File: config.mk
export PLATFORM = sky130hd
export DESIGN_NAME = pulse2lvl
export DESIGN_NICKNAME = d
export VERILOG_FILES = /design/src/rtl/pulse2lvl.sv
export SDC_FILE = /design/constraint.sdc
export NUM_CORES = 1
export LEC_CHECK = 0
export BUFFER_PORTS_ARGS = -buffer_cell sky130_fd_sc_hd__buf_2
export CAP_MARGIN = 25
export CORE_AREA = 8 8 45 47
export CTS_CLUSTER_SIZE = 14
export DETAILED_ROUTE_END_ITERATION = 10
export DIE_AREA = 0 0 53 55
export SKIP_LAST_GASP = 1
export SYNTH_ARGS = -nofsm -noshare
export SYNTH_HDL_FRONTEND = slang
export SYNTH_SLANG_ARGS = --single-unit
File: constraint.sdc
create_clock -name clk -period 2.25 [get_ports clk]
set_clock_uncertainty 0.1 [all_clocks]
set_input_delay 0.45 -clock clk [delete_from_list [all_inputs] [get_ports clk]]
set_output_delay 0.45 -clock clk [all_outputs]
set_load 0.005 [all_outputs]
File: src/rtl/pulse2lvl.sv
// Purpose : stretch each single-cycle event pulse into one HOLD_CYCLES-long level window
//           followed by a GAP_CYCLES low gap; pulses arriving mid-window are queued.
// Latency : pulse sampled at edge t -> lvl high from cycle t+1; no input can stall the block.
// Backpressure: none upstream; up to MAX_PENDING events queue while busy, further events drop.
//
// Ports:
//   clk      in   single clock, posedge
//   rst      in   synchronous active-high reset
//   pulse    in   event input, each high cycle is one event
//   lvl      out  stretched level (registered)
//   busy     out  high while a window or its trailing gap is in progress (registered)
//   pending  out  number of queued events (registered)
//   ovf_clr  in   clears ovf            (only with PULSE2LVL_OVF_EN defined)
//   ovf      out  sticky event-drop flag (only with PULSE2LVL_OVF_EN defined)
//
// Build option: define PULSE2LVL_OVF_EN to add the ovf/ovf_clr drop-flag logic.

module pulse2lvl #(
    parameter int  HOLD_CYCLES = 4,
    parameter int  GAP_CYCLES  = 2,
    parameter int  MAX_PENDING = 3,
    localparam int PW          = $clog2(MAX_PENDING + 1)
) (
    input  logic          clk,
    input  logic          rst,
    input  logic          pulse,
`ifdef PULSE2LVL_OVF_EN
    input  logic          ovf_clr,
    output logic          ovf,
`endif
    output logic          lvl,
    output logic          busy,
    output logic [PW-1:0] pending
);

    // One down-counter serves both HIGH and GAP, so size it for the longer phase.
    localparam int            CMAX      = (HOLD_CYCLES > GAP_CYCLES) ? HOLD_CYCLES : GAP_CYCLES;
    localparam int            CW        = (CMAX > 1) ? $clog2(CMAX) : 1;
    localparam logic [CW-1:0] HOLD_LOAD = CW'(HOLD_CYCLES - 1);
    localparam logic [CW-1:0] GAP_LOAD  = CW'(GAP_CYCLES - 1);
    localparam logic [CW-1:0] CNT_ONE   = CW'(1);
    localparam logic [PW-1:0] PEND_MAX  = PW'(MAX_PENDING);
    localparam logic [PW-1:0] PEND_ONE  = PW'(1);

    typedef enum logic [1:0] {
        IDLE = 2'd0,
        HIGH = 2'd1,
        GAP  = 2'd2
    } state_t;

    state_t        state;
    state_t        state_nxt;
    logic [CW-1:0] cnt;
    logic [CW-1:0] cnt_nxt;
    logic [PW-1:0] pending_nxt;
    logic          last_gap;
    logic          inc;
    logic          dec;

    assign last_gap = (state == GAP) && (cnt == '0);

    // A pulse is consumed directly (never queued) when it can start a window right away:
    // in IDLE, or on the last gap cycle with nothing already waiting ahead of it.
    assign inc = pulse && (state != IDLE) && !(last_gap && (pending == '0));
    assign dec = last_gap && (pending != '0);

    always_comb begin
        state_nxt   = state;
        cnt_nxt     = cnt;
        pending_nxt = pending;

        case (state)
            IDLE: begin
                if (pulse) begin
                    state_nxt = HIGH;
                    cnt_nxt   = HOLD_LOAD;
                end
            end
            HIGH: begin
                if (cnt != '0) begin
                    cnt_nxt = cnt - CNT_ONE;
                end else begin
                    state_nxt = GAP;
                    cnt_nxt   = GAP_LOAD;
                end
            end
            GAP: begin
                if (cnt != '0) begin
                    cnt_nxt = cnt - CNT_ONE;
                end else if ((pending != '0) || pulse) begin
                    state_nxt = HIGH;
                    cnt_nxt   = HOLD_LOAD;
                end else begin
                    state_nxt = IDLE;
                end
            end
            default: begin
                state_nxt = IDLE;
                cnt_nxt   = '0;
            end
        endcase

        // inc together with dec leaves the count unchanged, even at saturation:
        // the new event simply takes the slot freed by the one being launched.
        if (inc && !dec) begin
            if (pending != PEND_MAX) begin
                pending_nxt = pending + PEND_ONE;
            end
        end else if (dec && !inc) begin
            pending_nxt = pending - PEND_ONE;
        end
    end

    // Outputs are registered from the next-state so lvl/busy line up with the state itself.
    always_ff @(posedge clk) begin
        if (rst) begin
            state   <= IDLE;
            cnt     <= '0;
            pending <= '0;
            lvl     <= 1'b0;
            busy    <= 1'b0;
        end else begin
            state   <= state_nxt;
            cnt     <= cnt_nxt;
            pending <= pending_nxt;
            lvl     <= (state_nxt == HIGH);
            busy    <= (state_nxt != IDLE);
        end
    end

`ifdef PULSE2LVL_OVF_EN
    logic drop;

    assign drop = inc && !dec && (pending == PEND_MAX);

    // Set has priority over clear so a drop coinciding with ovf_clr is never lost.
    always_ff @(posedge clk) begin
        if (rst) begin
            ovf <= 1'b0;
        end else if (drop) begin
            ovf <= 1'b1;
        end else if (ovf_clr) begin
            ovf <= 1'b0;
        end
    end
`endif

endmodule

==> impl_metrics.tcl <==
set metrics [dict create \
    synth-async-reset-ratio_pct 0 \
    fin_area_um2 592 \
    io_buffers 6 \
    worstHoldStart "rst" \
    syn-instance-count 62 \
    drc 0 \
    clkTransAtPathRegs_ps 50 \
    drt_iter0_markers 12 \
    seq_area_frac_synth_pct 29.2 \
    critPathLaunchType "flip-flop" \
    status "complete, no violations" \
    relSlewSlack_pct 74.2 \
    synth_top_cell_area_share_pct 29.2 \
    finalSetupViolCount 0 \
    synth_largest_area_cell "dfxtp_1" \
    synthTopCellsByArea "dfxtp_1, ha_1, a21oi_1" \
    cts_setup_buffers 0 \
    io_pins 7 \
    critical_path_arrival_ps 1970 \
    start_util_pct 39.7 \
    clk_latency_ps 250 \
    num_rows 14 \
    gp_congestion 0.757 \
    synth_ff_type "dfxtp_1" \
    netlist_top_cells_count "dfxtp_1, a21oi_1, inv_1, ha_1, nand3_1" \
    finalPower_uw 398 \
    power_density_nw_per_um2 672 \
    wl_met2_um 530 \
    ir_drop_mv 0.335 \
    wire_per_inst_um 13.6 \
    drt-total-wl_um 1130 \
    cp.required_ps 2340 \
    crit_type "reg2reg" \
    overflow 0 \
    grt_max_degree 14 \
    finalCritPeriodShare_pct 83.7 \
    path_max_fanout 9 \
    rsz0062_at_grt "no" \
    dieArea_um2 2920 \
    synth_warnings 0 \
    grt_pass1_vias 424 \
    cp-endpoint "cnt[1]" \
    holdBufCountCts 0 \
    p_leak_nw 0.227 \
    routed_via_density 5.77 \
    core_um2 1380 \
    ant_nets 0 \
    hold-path-cell-count 2 \
    r2r_slack_ps 370 \
    tns_ps 0 \
    critPathCaptureType "flip-flop" \
    grt_pass1_wl_um 1840 \
    highest_layer "met4" \
    grt_use_total_pct 8.32 \
    rr_startpoint "cnt[0]" \
    drive_gt1_share_pct 22.4 \
    num_antenna_cells 0 \
    ys_ff_latch 8 \
    place_hpwl_um 786 \
    place_area_um2 569 \
    synth_cell_type_count 34 \
    dieHeight_um 55 \
    worst_slew_pin_slew_ps 384 \
    reg2reg_depth 5 \
    cts_tree "yes" \
    ctsResizeCount 0 \
    cts_made_buffers 3 \
    cts-root-buf "clkbuf_4" \
    cts.sinks 8 \
    avgSynthCellArea_um2 8.86 \
    rr_endpoint "cnt[1]" \
    htreeDepth 1 \
    synth-edff-count 0 \
    yosysMostFrequentCell "dfxtp_1" \
    vias 479 \
    maxCapViolations 0 \
    hold_class "in2reg" \
    synth_area_um2 549 \
    die_x_um 53 \
    syn_to_final_growth_pct 7.74 \
    synth_fp_nets 68 \
    first_pass_iters 4 \
    hold_viol_final 0 \
    dr_wl_met3_um 50 \
    antenna_found_initial 0 \
    fin_nets 75 \
    cp-startpoint "cnt[0]" \
    period_needed_ps 1880 \
    clock.fmax_ghz 0.531 \
    met1Wirelength_um 524 \
    clockBufferDepth 2 \
    drv_slew 0 \
]
[state kept, by name (all words and copies together), names as in the netlist]
name     cells
state        2
cnt          2
lvl          1
pending      2
busy         1
[worst min path at each step]
| stage | to | slack [ps] |
|---|---|---|
| 6_report | cnt[0] | 390 |
| 5_1_grt | cnt[0] | 400 |
| 4_1_cts | cnt[0] | 380 |
| 3_5_place_dp | cnt[1] | 400 |
| 3_3_place_gp | cnt[1] | 400 |
| 2_1_floorplan | cnt[1] | 370 |
[cells by family (layout without fill, tap and decap cells)]
group / count (synthesis) / count (layout) / share of synthesized area (%)
multiplexers: 1 / 1 / 1.82
buffers and inverters: 10 / 15 / 9.57
AND/OR/NAND/NOR: 19 / 19 / 23.7
adder cells (fa/ha/maj): 3 / 3 / 6.83
AO/OA/AOI/OAI: 21 / 21 / 28.9
flip-flops: 8 / 8 / 29.2
[per-layer routing]
layer	track usage [%]	vias up
met3	3.21	2
met4	3.88	0
li1	-	246
met5	0	-
met2	13.5	9
met1	9.48	222
[worst max-delay path, stage by stage, from the launching register on]
cell and delay (ps):
dfxtp_1 330, inv_1 120, ha_1 310, or3b_1 390, a21boi_0 360, mux2i_1 220
[stage by stage]
stage	hold WS, ps	worst slack (ps)	cells	utilization, %
6_report	390	367	83	42.8
5_1_grt	398	187	83	42.8
4_1_cts	383	341	83	42.8
3_5_place_dp	397	358	80	41.1
3_3_place_gp	396	380	80	41.1
2_1_floorplan	368	537	62	-
[layout by cell type, fill, tap and decap left out, types with 2 or more instances in the layout]
cell type	instances
a2111oi_0	2
a211oi_1	2
a21boi_0	2
a21oi_1	6
buf_2	6
clkbuf_4	3
dfxtp_1	8
ha_1	3
inv_1	6
nand2b_1	2
nand3_1	3
nand4b_1	2
or3_1	2
[where the power goes]
part           leakage, nW  switching (mW)  total, mW  internal [mW]
registers           0.0662          0.0205      0.178          0.158
logic                0.147          0.0580      0.109         0.0506
clock network       0.0138          0.0501      0.111         0.0611
[cell type report]
| cell class | instances | area (um^2) |
|---|---|---|
| sequential | 8 | 160 |
| inverter | 6 | 22.5 |
| clock buffer | 3 | 22.5 |
| timing repair buffer | 6 | 30.0 |
| tap | 16 | 20.0 |
| fill | 146 | 792 |
| multi-input combinational | 44 | 337 |
(Power assumes the default switching activity.)
